--- config.mk ---
export PLATFORM = sky130hd
export DESIGN_NAME = fft_bar_binner
export DESIGN_NICKNAME = d
export VERILOG_FILES = /design/src/rtl/fft_pkg.sv /design/src/rtl/fft_mag_approx.sv /design/src/rtl/fft_bar_binner.sv
export SDC_FILE = /design/constraint.sdc
export NUM_CORES = 2
export LEC_CHECK = 0
export CAP_MARGIN = 30
export CORE_UTILIZATION = 37
export CTS_CLUSTER_DIAMETER = 60
export DETAILED_ROUTE_END_ITERATION = 7
export GPL_TIMING_DRIVEN = 0
export SLEW_MARGIN = 20
export SYNTH_ARGS = -nofsm -noshare
export SYNTH_HDL_FRONTEND = slang
export SYNTH_SLANG_ARGS = --single-unit
--- constraint.sdc ---
create_clock -name clk -period 6.4 [get_ports clk]
set_input_delay 1.6 -clock clk [delete_from_list [all_inputs] [get_ports clk]]
set_output_delay 1.6 -clock clk [all_outputs]
set_load 0.01 [all_outputs]
--- src/rtl/fft_pkg.sv ---
// Shared sizing, derived constants and types for the FFT bar binner.
package fft_pkg;
    localparam int FFT_POINTS = 1024;
    localparam int DATA_W     = 24;
    localparam int EXP_W      = 6;
    localparam int NUM_BARS   = 16;
    localparam int MAG_W      = 16;

    localparam int BIN_W     = $clog2(FFT_POINTS);
    localparam int BAR_W     = $clog2(NUM_BARS);
    localparam int BAR_SHIFT = $clog2(FFT_POINTS / (2 * NUM_BARS));

    typedef logic [MAG_W-1:0] bar_bank_t [NUM_BARS];

    typedef enum logic [1:0] {IDLE, COLLECT, FLUSH} state_t;

    // The most negative input has no positive twin, so it folds onto the largest positive value.
    function automatic logic [DATA_W-1:0] abs_sat(input logic signed [DATA_W-1:0] v);
        if (v == {1'b1, {(DATA_W-1){1'b0}}})
            return {1'b0, {(DATA_W-1){1'b1}}};
        else if (v < 0)
            return -v;
        else
            return v;
    endfunction
endpackage

--- src/rtl/fft_mag_approx.sv ---
// Abs, alpha-max-beta-min magnitude and block-exponent shift/saturate; 3 cycles, 1 beat/cycle.
// No stall path: kill drops the beats already in flight so a restarted frame sees none of them.
module fft_mag_approx
    import fft_pkg::*;
(
    input  logic                     clk,
    input  logic                     reset,
    input  logic                     kill,
    input  logic                     beat_vld,
    input  logic signed [DATA_W-1:0] re,
    input  logic signed [DATA_W-1:0] im,
    input  logic signed [EXP_W-1:0]  exp_v,
    input  logic [BIN_W-1:0]         idx,
    output logic                     mag_vld,
    output logic [MAG_W-1:0]         mag,
    output logic [BIN_W-1:0]         mag_idx
);
    logic              s1_vld, s2_vld;
    logic [DATA_W-1:0] s1_a, s1_b;
    logic [DATA_W:0]   s2_m;
    logic [BIN_W-1:0]  s1_idx, s2_idx;

    logic [DATA_W:0]   m_approx;
    logic [EXP_W:0]    e_ext, e_abs;
    logic [4:0]        sh;
    logic [63:0]       wide;
    logic [MAG_W-1:0]  sat;

    always_comb begin
        m_approx = (s1_a > s1_b) ? ({1'b0, s1_a} + {3'b000, s1_b[DATA_W-1:2]})
                                 : ({1'b0, s1_b} + {3'b000, s1_a[DATA_W-1:2]});
    end

    // Negative exponent scales up, positive scales down; shift distance capped at 31.
    always_comb begin
        e_ext = {exp_v[EXP_W-1], exp_v};
        e_abs = e_ext[EXP_W] ? (~e_ext + 1'b1) : e_ext;
        sh    = (e_abs > 31) ? 5'd31 : e_abs[4:0];
        wide  = e_ext[EXP_W] ? ({{(63-DATA_W){1'b0}}, s2_m} << sh)
                             : ({{(63-DATA_W){1'b0}}, s2_m} >> sh);
        sat   = (|wide[63:MAG_W]) ? {MAG_W{1'b1}} : wide[MAG_W-1:0];
    end

    always_ff @(posedge clk) begin
        if (reset) begin
            s1_vld  <= 1'b0;
            s2_vld  <= 1'b0;
            mag_vld <= 1'b0;
            s1_a    <= '0;
            s1_b    <= '0;
            s2_m    <= '0;
            mag     <= '0;
            s1_idx  <= '0;
            s2_idx  <= '0;
            mag_idx <= '0;
        end else begin
            s1_vld  <= beat_vld;
            s2_vld  <= s1_vld && !kill;
            mag_vld <= s2_vld && !kill;
            s1_a    <= abs_sat(re);
            s1_b    <= abs_sat(im);
            s1_idx  <= idx;
            s2_m    <= m_approx;
            s2_idx  <= s1_idx;
            mag     <= sat;
            mag_idx <= s2_idx;
        end
    end
endmodule

--- src/rtl/fft_bar_binner.sv ---
// Frames FFT beats, max-holds positive bins into bars, commits whole frames; eop -> frame_done in 5 cycles.
// in_ready drops only during the 4-cycle drain after a complete frame.
module fft_bar_binner
    import fft_pkg::*;
(
    input  logic                     clk,
    input  logic                     reset,
    input  logic                     in_valid,
    input  logic                     in_sop,
    input  logic                     in_eop,
    input  logic [1:0]               in_error,
    input  logic signed [DATA_W-1:0] in_real,
    input  logic signed [DATA_W-1:0] in_imag,
    input  logic signed [EXP_W-1:0]  in_exp,
    output logic                     in_ready,
    input  logic [BAR_W-1:0]         rd_bar,
    output logic [MAG_W-1:0]         rd_mag,
    output logic                     frame_done,
    output logic                     sync_err
);
    localparam logic [BIN_W-1:0] LAST_BEAT = BIN_W'(FFT_POINTS - 1);

    state_t                  state, state_n;
    logic [BIN_W-1:0]        cnt, cnt_n, idx;
    logic [1:0]              fcnt, fcnt_n;
    logic                    bad, bad_n;
    logic signed [EXP_W-1:0] exp_q;
    logic                    accept, take, start, discard, commit, flush_err;

    logic                    p_vld;
    logic [MAG_W-1:0]        p_mag;
    logic [BIN_W-1:0]        p_idx;
    logic [BAR_W-1:0]        p_bar;
    bar_bank_t               work, bank;

    assign in_ready = !reset && (state != FLUSH);
    assign accept   = in_valid && in_ready;
    assign p_bar    = BAR_W'(p_idx >> BAR_SHIFT);

    always_ff @(posedge clk) begin
        if (reset) begin
            state <= IDLE;
            cnt   <= '0;
            fcnt  <= '0;
            bad   <= 1'b0;
        end else begin
            state <= state_n;
            cnt   <= cnt_n;
            fcnt  <= fcnt_n;
            bad   <= bad_n;
        end
    end

    always_comb begin
        state_n   = state;
        cnt_n     = cnt;
        fcnt_n    = fcnt;
        bad_n     = bad;
        idx       = cnt;
        take      = 1'b0;
        start     = 1'b0;
        discard   = 1'b0;
        commit    = 1'b0;
        flush_err = 1'b0;
        case (state)
            IDLE, COLLECT: begin
                // A sop always restarts the frame, even mid-frame.
                if (accept && (state == COLLECT || in_sop)) begin
                    take    = 1'b1;
                    start   = in_sop;
                    discard = (state == COLLECT) && in_sop;
                    idx     = in_sop ? '0 : cnt;
                    bad_n   = (in_sop ? 1'b0 : bad) | (|in_error);
                    if (in_eop) begin
                        if (idx == LAST_BEAT) begin
                            state_n = FLUSH;
                            fcnt_n  = '0;
                        end else begin
                            discard = 1'b1;
                            state_n = IDLE;
                        end
                    end else if (idx == LAST_BEAT) begin
                        discard = 1'b1;
                        state_n = IDLE;
                    end else begin
                        state_n = COLLECT;
                        cnt_n   = idx + 1'b1;
                    end
                end
            end
            FLUSH: begin
                fcnt_n = fcnt + 1'b1;
                if (fcnt == 2'd3) begin
                    state_n   = IDLE;
                    commit    = !bad;
                    flush_err = bad;
                end
            end
            default: state_n = IDLE;
        endcase
    end

    fft_mag_approx u_mag (
        .clk      (clk),
        .reset    (reset),
        .kill     (start),
        .beat_vld (take),
        .re       (in_real),
        .im       (in_imag),
        .exp_v    (exp_q),
        .idx      (idx),
        .mag_vld  (p_vld),
        .mag      (p_mag),
        .mag_idx  (p_idx)
    );

    // The sop beat's exponent is latched here and reaches the shifter two cycles later.
    always_ff @(posedge clk) begin
        if (reset) begin
            exp_q      <= '0;
            rd_mag     <= '0;
            frame_done <= 1'b0;
            sync_err   <= 1'b0;
            for (int i = 0; i < NUM_BARS; i++) begin
                work[i] <= '0;
                bank[i] <= '0;
            end
        end else begin
            if (start)
                exp_q <= in_exp;
            frame_done <= commit;
            sync_err   <= discard || flush_err;
            rd_mag     <= bank[rd_bar];
            if (start) begin
                for (int i = 0; i < NUM_BARS; i++)
                    work[i] <= '0;
            end else if (p_vld && !p_idx[BIN_W-1] && (p_mag > work[p_bar])) begin
                work[p_bar] <= p_mag;
            end
            if (commit)
                bank <= work;
        end
    end
endmodule

==> Yosys cells after proc, flatten, opt, wreduce, memory -nomap -nowiden <==
Index checks and enable logic that the tools add are counted.
{ "op_classes": {"magnitude_cmp": 8, "bitwise": 7, "eq_ne": 11, "addsub": 7, "n_shift": 2, "muxes": 44, "reduce_logical": 28} }
{ "ops": {"columns": ["operator", "count"], "rows": [
  ["$bwmux W256", 1],
  ["$bmux W16 S4", 2],
  ["$mux W16", 6],
  ["$demux W16 S4", 1],
  ["$mux W64", 1],
  ["$shl A25 B5 Y64", 1],
  ["$shr A25 B5 Y64", 1],
  ["$add A24 B22 Y25", 2],
  ["$eq A24 B24 Y1 const B", 2],
  ["$lt A24 B1 Y1 const B", 2],
  ["$mux W24", 2],
  ["$neg A24 Y24", 2],
  ["$reduce_or A48 Y1", 1],
  ["$mux W23", 2],
  ["$mux W10", 3],
  ["$mux W25", 1],
  ["$gt A24 B24 Y1", 1],
  ["$gt A16 B16 Y1", 1],
  ["$mux W1", 14],
  ["$mux W2", 7],
  ["$reduce_or A2 Y1", 6],
  ["$add A10 B1 Y10 const B", 1],
  ["$eq A10 B10 Y1 const B", 1],
  ["$ge A5 B5 Y1 const B", 2],
  ["21 further kinds", 44]
]} }
{ "totals": {"regBits": 673, "in_bits": 65, "word_cells": 159, "out_inout_bits": 19} }

==> Depth between registers and ports, before layout <==
{ "logic_depth": {"depth_word": 9, "mapped_depth": 20, "ltp_nobuf": 13} }

==> Hierarchy <==
From an unflattened synthesis, not the netlist that was laid out.
{ "unflattened": {"hier_cells": 3634, "hier_area_um2": 33449.6} }
{ "modules_own_cells": {"columns": ["module", "area_per_inst_um2", "instances", "cells_each", "seq_area_each_um2"], "rows": [
  ["fft_bar_binner", 23931.7, 1, 2424, 11030.6],
  ["fft_mag_approx", 9517.9, 1, 1210, 2442.3]
]} }

==> Worst setup path before layout <==
No wires, ideal clock.
{ "synth_timing": {"kind": "flip-flop to flip-flop", "from": "register u_mag.mag_idx[5]", "to": "register work[102] in the netlist's numbering", "path_buffers": 7, "setup_time_ps": 128, "t_arrival_ps": 5021, "period_less_slack_ps": 5149, "path_slack_ps": 1251, "required_ps": 6272, "path_stages_with_launch": 21, "path_cell_list": "dfxtp_1 -> clkbuf_1 -> buf_1 -> clkbuf_1 -> buf_1 -> mux4_2 -> mux4_2 -> inv_1 -> ha_1 -> a21o_1 -> a21o_1 -> a21o_1 -> a21o_1 -> a221o_1 -> a21oi_1 -> buf_2 -> or3_1 -> buf_2 -> buf_4 -> mux2i_1 -> nor2_1"} }
{ "synth_via": {"elab_chain_len": 6, "word_cells_on_any_way": 12, "cone_classes": "3 x order compare; 6 x mux; 1 x bitwise; 2 x reduce/logical"} }
{ "synth_lines": {"columns": ["element", "line_no", "text"], "rows": [
  ["start, declared", "fft_mag_approx.sv:16", "output logic [BIN_W-1:0] mag_idx"],
  ["start signal, assigned", "fft_mag_approx.sv:66", "mag_idx <= s2_idx;"],
  ["$not A4 Y5 (not written as such) *", "fft_bar_binner.sv:137, fft_bar_binner.sv:138", null],
  ["$bmux W16 S4 (tied with other cells)", "fft_bar_binner.sv:137", "end else if (p_vld && !p_idx[BIN_W-1] && (p_mag > work[p_bar])) begin"],
  ["$mux W16 (not written as such) / $logic_and A1 B1 Y1 (equally long branches)", "fft_bar_binner.sv:137, fft_bar_binner.sv:138", null],
  ["$mux W16, on equally long branches", "fft_bar_binner.sv:137, fft_bar_binner.sv:138", null],
  ["$gt A16 B16 Y1 / $demux W16 S4 (equally long branches)", "fft_bar_binner.sv:137, fft_bar_binner.sv:138", null],
  ["$logic_and A1 B1 Y1 / $bwmux W256 (equally long branches)", "fft_bar_binner.sv:137, fft_bar_binner.sv:138", null],
  ["end signal, assigned by index", "fft_bar_binner.sv:138", "work[p_bar] <= p_mag;"],
  ["end, declared", "fft_bar_binner.sv:34", "bar_bank_t work, bank;"]
]} }
Every way passes the cells marked *; elsewhere a longest branch is shown, timed or not. The select of a mux whose other input is x is not followed.
A chain may end at the register's enable or synchronous reset.

==> Worst setup path in the final report <==
{ "layout_timing": {"from": "register u_mag.mag_idx[6]", "to": "register work[108] in the netlist's numbering"} }
Same word-level chain as after synthesis.

==> impl_metrics.csv <==
group,metric,value,unit
run_status,violations,"design-rule violations",
worst_setup_path,worstPathCellList,"clkbuf_1 > clkdlybuf4s15_1 > clkbuf_1 > mux4_2 > mux4_2 > inv_1 > ha_1 > a21o_1 > a21o_1 > a21oi_1 > o21ai_0 > a221o_1 > a21oi_1 > buf_2 > or3_1 > buf_2 > buf_4 > mux2i_1 > nor2_1",
power,ir_drop,0.0001956,V
power,internal_power,0.007663,W
worst_setup_path,crit_path_required_time,6900,ps
synth,number_of_enable_flip_flop_cells_after_synthesis,0,
synth,cell_area_after_synthesis,0.03328,mm²
drt,postRouteWirelength,120.6,mm
worst_setup_path,critical_path.n_buffers_inverters,7,
place,detailed_place_hpwl,89.19,mm
worst_hold_path,worst_hold_path.endpoint,"u_mag.mag_vld",
sta,report.final.slew_viol_count,0,
worst_setup_path,worst_setup_path_end_kind,"register",
layout,finish.utilization,43.45,%
grt,grt_start_max_net_pins,20,
worst_setup_path,data_arrival_time_of_the_worst_path,6620,ps
worst_hold_path,hp-start,"u_mag.s2_vld",
layout,most-common-layout-cells,"dfxtp_1, nand2_1, a21oi_1, nor2_1, mux2i_1",
clock_network,max-clock-path-buffers,3,
worst_hold_path,worst_hold_path_cells,1,
floorplanning,die-area,0.09116,mm²
synth,synth_warnings,0,
worst_setup_path,critPathTopFamily,"buffers and inverters",
synth,post-synth-top-area-cell,"dfxtp_1",
clock_network,cts_inserted_buffers,77,
layout,layout.cells.most_common,"dfxtp_1",
job,maxCapViolCount,0,
sta,maxClockFrequency,163.5,MHz
sta,worst_hold_slack,424.2,ps
drt,postRouteAntennaNets,0,
worst_setup_path,reg2reg_from,"u_mag.mag_idx[6]",
power,power_density,279.0,mW/mm²
drt,drc,4,
grt,vias_in_the_first_global_route,27201,
worst_setup_path,timing.critical_path.slowest_cell_delay,770,ps
grt,grt.overflow.total,0,
place,gp_congestion,0.9833,
worst_hold_path,min-delay-path-class,"register to register",
synth,syn_nets,3799,
floorplanning,floorplan.die.width,301.9,µm
grt,global_route.usage.total,26.09,%
drt,initialDrtViolationCount,3299,
synth,yosys_register_bits,658,
sta,relSlewSlack,28.18,%
clock_network,cts.reportedPaths.clkPinSlew,60,ps
grt,grt_antenna_before_repair,6,
sta,tightestPinTransition,1077,ps
power,psw,0.003100,W
power,switching_share_of_total_power,28.80,%
synth,synth_top_cell_area_share,39.58,%
worst_setup_path,cp_max_fo,10,
worst_setup_path,worstRegToRegCells,19,
synth,avgSynthCellArea,9.136,µm²
sta,skew,67.17,ps
floorplanning,boundary_pin_count,84,
synth,syn-instance-count,3643,
floorplanning,core_area,0.08878,mm²
power,power,0.01076,W
floorplanning,start_util,37.49,%
sta,timing_hold_violations_final,0,
run_status,run_status,"complete, but fails checks",
worst_setup_path,crit-reg2reg-capture,"work[108]",
clock_network,cts.root.buffer_cell,"clkbuf_16",
clock_network,htreeDepth,3,
synth,synth.area.top_cells,"dfxtp_1, mux4_2, mux2i_1, nand2_1, a21oi_1",
clock_network,hold_buffers,0,
synth,synth_async_sr_flop_share,0,%
floorplanning,chipHeight,301.9,µm
floorplanning,core.rowCount,109,
power,power_frac_clock,45.1,%
drt,avgRoutedWirePerCell,23.91,µm
power,power.sequential.fraction,40.7,%
clock_network,worstSkewPairLatency,680,ps
place,port-buffer-count,78,
synth,synth_sequential_area_ratio,39.58,%
synth,count_of_unique_library_cells_instantiated_by_yosys,91,
worst_setup_path,r2r_slack,280,ps
clock_network,cts.sink_count,658,
grt,grt_pass1_wl,176.4,mm
worst_setup_path,cell_type_of_the_slowest_stage_on_the_worst_timing_path,"clkbuf_1",
layout,design.final.nets,3971,
synth,ys_dominant_reg_cell,"dfxtp_1",
drt,dr.pass1.iters,8,
sta,grt_setup_unrepaired,"no",
layout,area_delta_synth_final,15.92,%
drt,vias,28740,
power,comb_power_share,14.1,%
drt,routed_via_density,5.698,
sta,layout_min_cycle_time,6117,ps
power,total_leakage_power,14.77,nW
layout,drive_gt1_share,10.91,%
sta,timing.final.crit_share,95.58,%
worst_setup_path,setup.worst_path.start_class,"register",
sta,setup_viol,0,
clock_network,tritoncts_clock_tree,"yes",
worst_setup_path,critPathKind,"register to register",
[area by class of cell]
type | instances | area, µm²
flip-flops and latches | 658 | 13170
plain buffers | 285 | 1249
inverters | 69 | 259.0
diodes | 1 | 2.502
repair buffers | 94 | 949.7
fillers | 8694 | 50200
multi-input cells | 2630 | 18640
clock inverters | 36 | 649.4
well taps | 1165 | 1458
clock buffers | 106 | 2206
[sequential cells by signal (all words and copies together) (netlist names), 10 cells and up]
| signal | count |
|---|---|
| u_mag.s1_b | 24 |
| u_mag.s2_m | 25 |
| u_mag.s1_a | 24 |
| work | 256 |
| cnt | 10 |
| bank | 256 |
| rd_mag | 16 |
| u_mag.mag | 16 |
[stage by stage]
| stage | setup slack, ps | area (µm²) | instances | TNS [ps] |
|---|---|---|---|---|
| 6_report | 282.8 | 38580 | 5044 | 0 |
| 5_1_grt | 14.06 | 38580 | 5043 | 0 |
| 4_1_cts | 330.0 | 38510 | 5037 | 0 |
| 3_5_place_dp | -559.3 | 35650 | 4896 | -66700 |
| 3_3_place_gp | -597.4 | 35520 | 4886 | -76610 |
| 2_1_floorplan | 1251 | 33280 | 3643 | 0 |
[synthesized netlist by cell type (10+ instances only)]
cell type / number
dfxtp_1: 658
nand2_1: 603
a21oi_1: 389
nor2_1: 374
mux2i_1: 331
clkbuf_1: 207
mux4_2: 161
ha_1: 89
o21ai_0: 71
inv_1: 69
xor2_1: 50
nor2b_1: 44
nor3_1: 41
buf_2: 39
xnor2_1: 35
nand3_1: 32
a211oi_1: 30
a21o_1: 30
a31oi_1: 26
buf_1: 23
o22ai_1: 21
or3_1: 21
nand2b_1: 20
o31ai_1: 16
nand4_1: 13
o211ai_1: 13
a31o_2: 12
or4_1: 12
a22oi_1: 11
and3_1: 11
o21a_1: 10
[routing by layer]
layer | GRT usage (%) | vias to the layer above | part of all wire [%]
met5 | 0 | - | 0.017
met1 | 33.96 | 13843 | 41
li1 | - | 13236 | -
met2 | 40.73 | 1366 | 44
met3 | 6.033 | 293 | 9.7
met4 | 12.63 | 2 | 5.2
[how the worst max path moves through the flow]
stage                                 from   endpoint  slack (ps)  depth (start not counted)
after floorplan           u_mag.mag_idx[5]  work[102]        1250                         20
final                     u_mag.mag_idx[6]  work[108]         280                         19
after CTS                 u_mag.mag_idx[6]   work[24]         330                         18
after global routing      u_mag.mag_idx[6]   work[95]          10                         19
after detailed placement  u_mag.mag_idx[5]  work[102]        -560                         20
after global placement    u_mag.mag_idx[5]  work[110]        -600                         20
[cells by family after synthesis]
kind of cell | count (synthesis) | synth area share, %
AND/OR/NAND/NOR | 1227 | 15.74
AO/OA/AOI/OAI | 725 | 13.27
flip-flops | 658 | 39.58
multiplexers | 502 | 21.24
buffers and inverters | 355 | 4.470
adder cells (fa/ha/maj) | 91 | 3.466
XOR/XNOR | 85 | 2.237
[worst register-to-register path: cells and delay by family (launching register included)]
| family | cells | cell delay (ps) |
|---|---|---|
| AND/OR/NAND/NOR | 2 | 200 |
| AO/OA/AOI/OAI | 6 | 1320 |
| multiplexers | 3 | 1230 |
| flip-flops | 1 | 300 |
| buffers and inverters | 7 | 2710 |
| adder cells (fa/ha/maj) | 1 | 240 |
[power by group through the flow]
stage	sequential (W)	combinational (W)	clock [W]
3_5_place_dp	0.00446	0.00148	0
3_3_place_gp	0.00447	0.00148	0
2_1_floorplan	0.00434	0.000981	0
4_1_cts	0.00437	0.00149	0.00491
6_report	0.00438	0.00152	0.00486
5_1_grt	0.00438	0.00162	0.00509
[what timing repair did]
action / 4_1_cts / 5_1_grt
endpoints found under the setup margin: 198 / 21
pin swaps: 0 / 0
gates resized for setup: 3 / 7
buffers inserted: 0 / 0
Power figures use the tool's default switching activity.
